--- config.mk ---
export PLATFORM = sky130hd
export DESIGN_NAME = crc_src_capture
export DESIGN_NICKNAME = d
export VERILOG_FILES = /design/src/rtl/crc_src_capture.sv
export SDC_FILE = /design/constraint.sdc
export NUM_CORES = 1
export LEC_CHECK = 0
export BUFFER_PORTS_ARGS = -buffer_cell sky130_fd_sc_hd__clkbuf_2
export CELL_PAD_IN_SITES_DETAIL_PLACEMENT = 1
export CELL_PAD_IN_SITES_GLOBAL_PLACEMENT = 2
export CORE_ASPECT_RATIO = 1.5
export CORE_MARGIN = 2
export CORE_UTILIZATION = 45
export CTS_CLUSTER_SIZE = 40
export DETAILED_ROUTE_END_ITERATION = 12
export MAX_ROUTING_LAYER = met4
export PLACE_DENSITY_LB_ADDON = 0.1
export SYNTH_ARGS = -nofsm -noshare
export SYNTH_HDL_FRONTEND = slang
export SYNTH_SLANG_ARGS = --single-unit
export TNS_END_PERCENT = 30
--- constraint.sdc ---
create_clock -name clk_1 -period 3.3 [get_ports clk_1]
set_input_delay 0.165 -clock clk_1 [delete_from_list [all_inputs] [get_ports clk_1]]
set_output_delay 0.165 -clock clk_1 [all_outputs]
set_load 0.1 [all_outputs]
--- src/rtl/crc_src_capture.sv ---
// crc_src_capture: clk_1-domain capture buffer for the CRC datapath.
// Queues {message, mode, CRC} patterns in a small circular FIFO and launches
// them one at a time to the destination domain with a toggle request
// (clk1_flag) and a synchronised toggle acknowledge (ack_tgl).
//
// state | meaning
// ------+--------------------------------------------------------------
// IDLE  | no request outstanding; pops the FIFO head when count > 0
// REQ   | request outstanding; clk1_* held until ack_s == clk1_flag
module crc_src_capture #(
    parameter int MSG_W       = 60,
    parameter int DEPTH       = 4,
    parameter int SYNC_STAGES = 2
) (
    input  logic                       clk_1,
    input  logic                       rst_n,
    input  logic                       in_valid,
    input  logic [MSG_W-1:0]           message,
    input  logic                       mode,
    input  logic                       CRC,
    input  logic                       ack_tgl,
    output logic                       in_ready,
    output logic [MSG_W-1:0]           clk1_message,
    output logic                       clk1_mode,
    output logic                       clk1_CRC,
    output logic                       clk1_flag,
    output logic                       busy,
    output logic [$clog2(DEPTH+1)-1:0] count,
    output logic                       overflow,
    output logic [7:0]                 drop_cnt
);

    localparam int PW = $clog2(DEPTH);
    localparam int CW = $clog2(DEPTH + 1);
    localparam logic [CW-1:0] FULL = CW'(DEPTH);

    typedef enum logic {
        IDLE = 1'b0,
        REQ  = 1'b1
    } state_t;

    state_t state, state_nxt;

    logic [MSG_W-1:0]       mem_msg  [DEPTH];
    logic                   mem_mode [DEPTH];
    logic                   mem_crc  [DEPTH];
    logic [PW-1:0]          wr_ptr;
    logic [PW-1:0]          rd_ptr;
    logic [SYNC_STAGES-1:0] ack_sync;
    logic                   ack_s;
    logic                   ack_done;
    logic                   pop;
    logic                   push;
    logic                   drop;
    logic                   full;

    assign ack_s    = ack_sync[SYNC_STAGES-1];
    assign ack_done = (ack_s == clk1_flag);
    assign full     = (count == FULL);
    assign push     = in_valid && (!full || pop);
    assign drop     = in_valid && full && !pop;
    assign in_ready = !full;
    assign busy     = (state == REQ);

    // Bring the destination's acknowledge toggle into clk_1.
    always_ff @(posedge clk_1 or negedge rst_n) begin
        if (!rst_n) begin
            ack_sync <= '0;
        end else begin
            ack_sync <= {ack_sync[SYNC_STAGES-2:0], ack_tgl};
        end
    end

    // FSM state register.
    always_ff @(posedge clk_1 or negedge rst_n) begin
        if (!rst_n) begin
            state <= IDLE;
        end else begin
            state <= state_nxt;
        end
    end

    // Next state and pop decision; the REQ->IDLE cycle never pops.
    always_comb begin
        state_nxt = state;
        pop       = 1'b0;
        case (state)
            IDLE: begin
                if (count != '0) begin
                    pop       = 1'b1;
                    state_nxt = REQ;
                end
            end
            REQ: begin
                if (ack_done) begin
                    state_nxt = IDLE;
                end
            end
            default: state_nxt = IDLE;
        endcase
    end

    // Payload storage; contents are only meaningful between wr_ptr and rd_ptr.
    always_ff @(posedge clk_1) begin
        if (push) begin
            mem_msg[wr_ptr]  <= message;
            mem_mode[wr_ptr] <= mode;
            mem_crc[wr_ptr]  <= CRC;
        end
    end

    // Pointers and occupancy; a simultaneous push and pop leaves count alone.
    always_ff @(posedge clk_1 or negedge rst_n) begin
        if (!rst_n) begin
            wr_ptr <= '0;
            rd_ptr <= '0;
            count  <= '0;
        end else begin
            if (push) begin
                wr_ptr <= wr_ptr + PW'(1);
            end
            if (pop) begin
                rd_ptr <= rd_ptr + PW'(1);
            end
            if (push && !pop) begin
                count <= count + CW'(1);
            end else if (pop && !push) begin
                count <= count - CW'(1);
            end
        end
    end

    // Launch registers: loaded and the request toggled only on a pop.
    always_ff @(posedge clk_1 or negedge rst_n) begin
        if (!rst_n) begin
            clk1_message <= '0;
            clk1_mode    <= 1'b0;
            clk1_CRC     <= 1'b0;
            clk1_flag    <= 1'b0;
        end else if (pop) begin
            clk1_message <= mem_msg[rd_ptr];
            clk1_mode    <= mem_mode[rd_ptr];
            clk1_CRC     <= mem_crc[rd_ptr];
            clk1_flag    <= ~clk1_flag;
        end
    end

    // Sticky overflow flag and saturating drop counter.
    always_ff @(posedge clk_1 or negedge rst_n) begin
        if (!rst_n) begin
            overflow <= 1'b0;
            drop_cnt <= '0;
        end else if (drop) begin
            overflow <= 1'b1;
            if (drop_cnt != 8'hFF) begin
                drop_cnt <= drop_cnt + 8'd1;
            end
        end
    end

endmodule

==> impl_metrics.json, run 1 <==
{
  "path_cells": "and4bb_4 > nor2b_1 > ha_1 > inv_1 > fa_1 > xor2_1 > nor2_1 > xor2_1",
  "clkLatencyLatePin_ns": 0.55,
  "drive_gt1_share_pct": 41.2,
  "ant_nets": 0,
  "synth-seq-cells": 330,
  "outcome": "finished clean",
  "fp.dieH_um": 206,
  "max-cap-violations": 0,
  "areaGrowthSynthToFinish_pct": 22.2,
  "die-area_mm2": 0.0286,
  "holdBufCountCts": 65,
  "synth_enable_flop_cells": 248,
  "worstSetupEndpointType": "register",
  "grt_pass1_vias": 6720,
  "grt_pass1_wl_um": 38900,
  "synthAdderAreaFrac_pct": 0.777,
  "drtPass1Iterations": 4,
  "globalplace.congestion": 0.704,
  "final_util_pct": 55.3,
  "fp-row-count": 74,
  "netlist_area_mm2": 0.0122,
  "synth_compound_area_share_pct": 0.276,
  "rsz0062_at_grt": "false",
  "fmax_ghz": 0.396,
  "via_per_inst": 5.20,
  "post_cts_resize_count": 0,
  "grtUsageTotal_pct": 18.3,
  "fin_area_mm2": 0.0150,
  "worst_slew_pin_slew_ns": 0.981,
  "required_ns": 3.78,
  "synth_cell_types": 34,
  "ctsLongestPathBuffers": 3,
  "placed_area_mm2": 0.0134,
  "slew_viol_final": 0,
  "clockRootBuffer": "clkbuf_16",
  "antenna_found_initial": 0,
  "syn_inst": 541,
  "yosysTopAreaCell": "edfxtp_1",
  "drc_errors": 0,
  "fp.coreArea_mm2": 0.0270,
  "cts_setup_buffers": 0,
  "critPathSlowestCell": "nor2b_1",
  "hp-class": "input port to asynchronous set/reset pin",
  "synth-xor-area-share_pct": 0.715,
  "synth_top_area_share_pct": 60.8,
  "numCtsBuffers": 30,
  "cts_tree": "built",
  "ys_seq_area_share_pct": 77.6,
  "cp_max_fo": 8,
  "wire_per_inst_um": 22.0,
  "vias": 5893,
  "cts_sinks": 330,
  "initialDrtViolationCount": 226,
  "synth-simple-area-share_pct": 1.51,
  "diodes": 0,
  "arrival_ns": 3.00,
  "crit_type": "register to register",
  "fin_nets": 840,
  "layout_common_cells": "edfxtp_1, clkbuf_2, dfrtp_1, dlygate4sd3_1, mux2_2",
  "cp_slowest_stage_delay_ns": 0.50,
  "io_pins": 143,
  "start_kind": "register",
  "filler_cell_count": 2407,
  "syn_nets": 614,
  "fin_crit_sh_pct": 76.4,
  "gr-total-overflow": 0,
  "synth.area.top_cells": "edfxtp_1, dfrtp_1, mux4_2",
  "fp.dieW_um": 139,
  "hold_viol_final": 0,
  "yosys_warnings": 0,
  "grt_max_degree": 66,
  "muxShareOfSynthArea_pct": 17.7,
  "wirelength_um": 24900,
  "ys_async_sr_fraction_pct": 24.8,
  "finalSetupViolations": 0,
  "h-tree-depth": 1,
  "synth_flop_cell": "edfxtp_1",
  "final_common_cell": "edfxtp_1",
  "cp_common_cell": "xor2_1",
  "start_util_pct": 45.3,
  "io_buffer_count": 142,
  "synth_top_family_by_area": "multiplexers",
  "clk_pin_slew_worst_paths_ns": 0.07,
  "dp_hpwl_um": 15100,
  "fin_skew_ns": 0.00978,
  "syn_avg_cell_area_um2": 22.6,
  "maxSlewHeadroom_pct": 34.6,
  "post-route-min-period_ns": 2.52
}
## cell usage after synthesis, types with 3 or more instances
master,count
a21oi_1,3
and2_1,5
buf_2,7
buf_4,4
buf_6,6
dfrtp_1,82
edfxtp_1,248
ha_1,6
inv_1,4
mux2_2,64
mux4_1,3
mux4_2,59
nand2_1,9
nand3_1,4
nor2_1,4
xnor2_1,4
xor2_1,6
## per-stage QoR
| step | hold slack, ns | cells | setup slack [ns] | TNS, ns |
|---|---|---|---|---|
| 2_1_floorplan | -0.131 | 541 | -0.315 | -39.01 |
| 5_1_grt | 0.269 | 1133 | 0.563 | 0 |
| 4_1_cts | 0.242 | 1133 | 0.732 | 0 |
| 3_5_place_dp | 0.275 | 1012 | 0.760 | 0 |
| 6_report | 0.227 | 1133 | 0.777 | 0 |
| 3_3_place_gp | 0.273 | 1012 | 0.903 | 0 |
## kinds of logic after synthesis
family	count (synthesis)
buffers and inverters	26
AOI/OAI and AO/OA	6
and+or+nand+nor	33
muxes	129
xor gates and xnor gates	10
adders and majority gates	7
DFF	330
## worst max-delay path, delay by kind of cell (launching register included)
kind          cells  cell delay [ns]
fa+ha+maj         2             0.68
xor+xnor          2             0.32
buf+inv           1             0.06
flops             1             0.47
simple gates      3             0.92
## registers in the layout, summed over array words and instances (netlist names)
register	cells
mem_msg	240
clk1_message	60
drop_cnt	8
mem_crc	4
mem_mode	4
count	3
ack_sync	2
rd_ptr	2
wr_ptr	2
busy	1
clk1_CRC	1
clk1_flag	1
clk1_mode	1
overflow	1
## layer usage
metal	global-route usage (%)	share of wire (%)	vias up
li1	-	-	2634
met1	21.8	40	3113
met2	33.9	56	125
met3	2.22	3.4	21
met4	4.00	1.2	0
met5	-	0	-
## path summary, 6_finish.rpt
check | to | from | slack (ns) | cells after the start
hold reg to reg | ack_sync[1] | ack_sync[0] | 0.35 | 0
max in group asynchronous | clk1_message[29] | rst_n | 2.41 | 3
min in group clk_1 | ack_sync[0] | ack_tgl | 0.27 | 2
setup reg to reg | count[2] | count[0] | 0.78 | 8
setup / recovery | count[2] | count[0] | 0.78 | 8
hold / removal | clk1_message[44] | rst_n | 0.23 | 2
## cell type report
class | count | area, um^2 | area share (%)
repair buffers | 216 | 1510 | 10.1
flip-flops and latches | 330 | 9510 | 63.5
well taps | 342 | 428 | 2.86
clock buffers | 47 | 876 | 5.85
multi-input cells | 185 | 2580 | 17.3
clock inverters | 9 | 47.5 | 0.318
inverters | 4 | 15.0 | 0.100
Power of run 1 is left out: the tool's default activity adds up to more than one toggle a clock period on the data nets, which glitch-free logic cannot reach.
==> run 2: changes to the inputs <==
- ABC_AREA: not set -> 1
- CORE_UTILIZATION: 45 -> 35
- clock period: 3.3 -> 2.19 ns (I/O delays scaled with it)
==> run 2 against run 1 <==
Against the previous run: sequential cell count did not move; first-iteration DRC count shrank 5.8%; maximum frequency grew 27%; wire length up 27%; synthesized cell count is 110% higher; critical path type unchanged; largest cell class unchanged; highest routed layer unchanged.
==> impl_metrics.json, run 2 <==
{
  "cts_setup_buffers": 0,
  "final_common_cell": "nand2_1",
  "globalplace.congestion": 0.677,
  "instances_no_fill": 1840,
  "fin_crit_sh_pct": 90.9,
  "slew_viol_final": 0,
  "antenna_found_initial": 2,
  "ys_async_sr_fraction_pct": 24.8,
  "arrival_ns": 2.39,
  "grt_max_degree": 90,
  "synth.area.top_cells": "edfxtp_1, dfrtp_1, nand2_1",
  "ant_nets": 0,
  "critPathSlowestCell": "dfrtp_4",
  "clk_pin_slew_worst_paths_ns": 0.06,
  "wirelength_um": 31600,
  "start_util_pct": 35.2,
  "gr-total-overflow": 0,
  "largest_register_ffs": 240,
  "grt_pass1_wl_um": 49900,
  "die-area_mm2": 0.0383,
  "wl_met2_um": 16500,
  "dp_slack_ns": 0.203,
  "hp-class": "input port to asynchronous set/reset pin",
  "top_regs": "mem_msg (240), clk1_message (60), drop_cnt (8)",
  "vias": 8489,
  "synth_most_common_cell": "nand2_1",
  "syn_nets": 1186,
  "ctsLongestPathBuffers": 3,
  "top_layer": "met4",
  "fin_nets": 1401,
  "crit_type": "register to register",
  "placed_area_mm2": 0.0143,
  "filler_cell_count": 3947,
  "syn_inst": 1113,
  "drtPass1Iterations": 4,
  "seq_area_mm2": 0.00952,
  "drive_gt1_share_pct": 17.2,
  "path_cells": "nor2_4 > nand3_2 > nand2_4 > inv_1 > ha_1 > inv_1 > fa_1 > mux2_2",
  "layout_common_cells": "nand2_1, nor2_1, edfxtp_1, clkbuf_2, o21ai_0",
  "synth_top_area_share_pct": 57.9,
  "fin_area_mm2": 0.0160,
  "required_ns": 2.59,
  "wire_per_inst_um": 17.2,
  "numCtsBuffers": 34,
  "outcome": "finished clean",
  "yosys_warnings": 0,
  "fp.coreArea_mm2": 0.0365,
  "netlist_area_mm2": 0.0129,
  "fp.dieW_um": 160,
  "worst_slew_pin_slew_ns": 0.604,
  "clockRootBuffer": "clkbuf_16",
  "hold_viol_final": 0,
  "synth_flop_cell": "edfxtp_1",
  "max-cap-violations": 0,
  "cp_slowest_stage_delay_ns": 0.51,
  "wl_met3_um": 1010,
  "multi_input_area_mm2": 0.00302,
  "rsz0062_at_grt": "false",
  "critPathTopFamily": "adder cells",
  "fp.dieH_um": 239,
  "largest-register": "mem_msg",
  "io_buffer_count": 142,
  "start_kind": "register",
  "dpl.cell_count": 1711,
  "post-route-min-period_ns": 1.99,
  "yosysTopAreaCell": "edfxtp_1",
  "ys_seq_area_share_pct": 73.9,
  "areaGrowthSynthToFinish_pct": 24.7,
  "fmax_ghz": 0.502,
  "layout_setup_ws_ns": 0.198,
  "post_cts_resize_count": 0,
  "syn_avg_cell_area_um2": 11.5,
  "io_pins": 143,
  "grt_pass1_vias": 8907,
  "synth_cell_types": 23,
  "hold_slack_ns": 0.0720,
  "fin_skew_ns": 0.0177,
  "clkLatencyLatePin_ns": 0.53,
  "met1Wirelength_um": 13500,
  "dp_hpwl_um": 17900,
  "grtUsageTotal_pct": 17.3,
  "via_per_inst": 4.61,
  "h-tree-depth": 2,
  "synth_enable_flop_cells": 248,
  "cp_common_cell": "inv_1",
  "synthTopCellsByCount": "nand2_1, nor2_1, edfxtp_1, dfrtp_1, o21ai_0",
  "initialDrtViolationCount": 213,
  "finalSetupViolations": 0,
  "cp_num_buf_inv": 2,
  "fp-row-count": 86,
  "synth-seq-cells": 330,
  "drc_errors": 0,
  "maxSlewHeadroom_pct": 59.7,
  "cp_max_fo": 4,
  "cts_sinks": 330,
  "worstSetupEndpointType": "register",
  "cts_tree": "built"
}
-- run 2: cell types whose count changed after synthesis, moves of 4 or more --
cell and delta:
inv_1 +13, nor2_1 +257, buf_2 +22, and2_1 -5, mux2_2 -63, mux4_2 -59, buf_4 -4, clkbuf_1 +8
o21ai_0 +79, o21ai_1 +49, nand2_1 +284
-- run 2: worst paths after layout --
check / slack [ns] / depth (start not counted) / to / startpoint
max: 0.20 / 8 / count[1] / count[1]
min: 0.07 / 2 / drop_cnt[5] / rst_n
max reg2reg: 0.20 / 8 / count[1] / count[1]
min reg2reg: 0.35 / 0 / ack_sync[1] / ack_sync[0]
max in group asynchronous: 1.45 / 3 / clk1_message[25] / rst_n
min in group clk_1: 0.25 / 2 / ack_sync[0] / ack_tgl
-- run 2: repair_timing --
item / in CTS / in global routing
setup endpoints to repair: 0 / 0
endpoints found under the hold margin: 332 / 0
hold buffers: 65 / 0
-- run 2: cell families (layout without fill, tap and decap cells) --
family / after synthesis / in the layout / share of synthesized area, %
simple gates: 564 / 564 / 16.7
flops: 330 / 330 / 73.9
xor+xnor: 9 / 9 / 0.613
other cells: 0 / 2 / 0
compound gates: 129 / 129 / 5.02
mux: 1 / 1 / 0.0876
fa+ha+maj: 7 / 7 / 0.740
buf+inv: 73 / 314 / 2.96
-- run 2: per-layer routing --
metal / track usage (%) / vias up
met5: - / -
met4: 5.08 / 0
met3: 2.65 / 41
met2: 31.0 / 116
met1: 20.2 / 4202
li1: - / 4130
-- run 2: worst reg2reg max path: stages (launching register included) --
cell and delay, ns:
dfrtp_4 0.51, nor2_4 0.16, nand3_2 0.11, nand2_4 0.07, inv_1 0.05, ha_1 0.17
inv_1 0.10, fa_1 0.42, mux2_2 0.28
-- run 2: layout make-up --
class	count	area share (%)
timing repair buffer	232	10.6
tap	484	3.78
multi-input combinational	710	18.8
antenna	2	0.0312
clock inverter	8	0.383
inverter	20	0.484
sequential	330	59.4
clock buffer	54	6.43
-- run 2: metrics by stage --
| stage | utilization [%] | setup TNS (ns) |
|---|---|---|
| final | 43.9 | 0 |
| after global routing | 43.9 | 0 |
| after CTS | 43.9 | 0 |
| after detailed placement | 39.1 | 0 |
| after global placement | 39.1 | 0 |
| after floorplan | - | -18.03 |
Power of run 2 is left out for the same reason.
==> run 3: changes to the inputs <==
- CELL_PAD_IN_SITES_GLOBAL_PLACEMENT: 2 -> 1
- CORE_UTILIZATION: 35 -> 42
==> run 3 against run 2 <==
Against the previous run: register-to-register slack gained 0.04 ns; maximum frequency increased by 2.0%; setup slack improved by 0.040 ns; clock skew fell by 0.0026 ns; global-route usage increased by 3.2 points; final area shrank 0.30%; critical path depth unchanged; core utilization increased by 9.0 points; sequential cell count stayed put; via count up 0.34%; clock-buffer cell count down 4; wire length is 2.4% lower; critical path type unchanged; highest routed layer unchanged.
==> impl_metrics.json, run 3 (synthesis gave the netlist of run 2 again) <==
{
  "outcome": "finished clean",
  "fp.coreArea_mm2": 0.0302,
  "hp-class": "input port to asynchronous set/reset pin",
  "layout_common_cells": "nand2_1, nor2_1, edfxtp_1, clkbuf_2, o21ai_0",
  "grt_pass1_vias": 9264,
  "arrival_ns": 2.34,
  "dp_slack_ns": 0.230,
  "io_buffer_count": 142,
  "required_ns": 2.58,
  "clkLatencyLatePin_ns": 0.51,
  "fin_skew_ns": 0.0152,
  "gr-total-overflow": 0,
  "grt_pass1_wl_um": 49700,
  "fp.dieW_um": 147,
  "vias": 8518,
  "cp_max_fo": 4,
  "maxSlewHeadroom_pct": 58.4,
  "cts_tree": "built",
  "largest-register": "mem_msg",
  "wirelength_um": 30900,
  "drc_errors": 0,
  "slew_viol_final": 0,
  "fin_area_mm2": 0.0160,
  "final_util_pct": 53.0,
  "die-area_mm2": 0.0320,
  "io_pins": 143,
  "initialDrtViolationCount": 286,
  "worstSetupEndpointType": "register",
  "largest_register_ffs": 240,
  "start_kind": "register",
  "clk_pin_slew_worst_paths_ns": 0.06,
  "start_util_pct": 42.6,
  "ant_nets": 0,
  "via_per_inst": 4.86,
  "layout_setup_ws_ns": 0.238,
  "fmax_ghz": 0.512,
  "areaGrowthSynthToFinish_pct": 24.3,
  "antenna_found_initial": 0,
  "fp-row-count": 78,
  "grt_max_degree": 68,
  "diodes": 0,
  "cts_setup_buffers": 0,
  "dp_hpwl_um": 17800,
  "numCtsBuffers": 34,
  "hold_viol_final": 0,
  "post_cts_resize_count": 0,
  "finalSetupViolations": 0,
  "post-route-min-period_ns": 1.95,
  "final_common_cell": "nand2_1",
  "rsz0062_at_grt": "false",
  "top_regs": "mem_msg (240), clk1_message (60), drop_cnt (8)",
  "ctsLongestPathBuffers": 3,
  "fin_nets": 1400,
  "crit_type": "register to register",
  "globalplace.congestion": 0.711,
  "h-tree-depth": 2,
  "wire_per_inst_um": 17.6,
  "drive_gt1_share_pct": 17.4,
  "drtPass1Iterations": 4,
  "max-cap-violations": 0,
  "grtUsageTotal_pct": 20.5,
  "clockRootBuffer": "clkbuf_16",
  "fin_crit_sh_pct": 89.1,
  "cts_sinks": 330,
  "worst_slew_pin_slew_ns": 0.624,
  "fp.dieH_um": 218,
  "placed_area_mm2": 0.0142
}
-- run 3: changes by cell type in the layout (fill, tap and decap cells not counted), sizes merged --
| cell | previous run | this run |
|---|---|---|
| clkbuf | 195 | 191 |
| bufinv | 1 | 3 |
| inv | 20 | 21 |
| buf | 26 | 25 |
| diode | 2 | 0 |
-- run 3: worst max-delay path, stage by stage, from the launching register on --
cell and delay (ns):
dfrtp_4 0.50, nor2_4 0.15, nand3_2 0.10, nand2_4 0.07
inv_1 0.06, ha_1 0.17, inv_1 0.09, fa_1 0.42
mux2_2 0.27
-- run 3: what timing repair did --
action / 4_1_cts / 5_1_grt
hold buffers: 65 / 0
setup endpoints to repair: 0 / 0
endpoints found under the hold margin: 285 / 0
-- run 3: path summary, 6_finish.rpt --
| path | startpoint | endpoint | slack [ns] | cells after the start |
|---|---|---|---|---|
| worst max-delay path | count[1] | count[1] | 0.24 | 8 |
| worst max register to register | count[1] | count[1] | 0.24 | 8 |
| worst min register to register | ack_sync[0] | ack_sync[1] | 0.35 | 0 |
| min in group clk_1 | ack_tgl | ack_sync[0] | 0.29 | 2 |
| max in group asynchronous | rst_n | clk1_message[8] | 1.39 | 3 |
| worst min-delay path | rst_n | drop_cnt[7] | 0.17 | 2 |
-- run 3: cell type report --
type / count / area, um^2
clock buffer: 50 / 982
tap: 400 / 500
clock inverter: 11 / 131
multi-input combinational: 710 / 3020
fill: 3153 / 14200
inverter: 20 / 77.6
sequential: 330 / 9520
timing repair buffer: 231 / 1740
-- run 3: per-layer routing --
layer | part of all wire (%) | track usage [%] | routed length, um | vias up
met5 | 0 | - | 0 | -
met4 | 1.8 | 5.70 | 550 | 0
met2 | 54 | 38.0 | 16800 | 145
met3 | 3.4 | 3.03 | 1050 | 40
met1 | 40 | 23.0 | 12500 | 4206
li1 | - | - | - | 4127
-- run 3: through the flow --
step	instances	hold slack [ns]	setup TNS [ns]
global route	1752	0.197	0
detailed placement	1626	0.170	0
global placement	1626	0.163	0
floorplan	1113	-0.186	-18.03
CTS	1752	0.171	0
finish	1752	0.166	0
Power of run 3 is left out for the same reason.
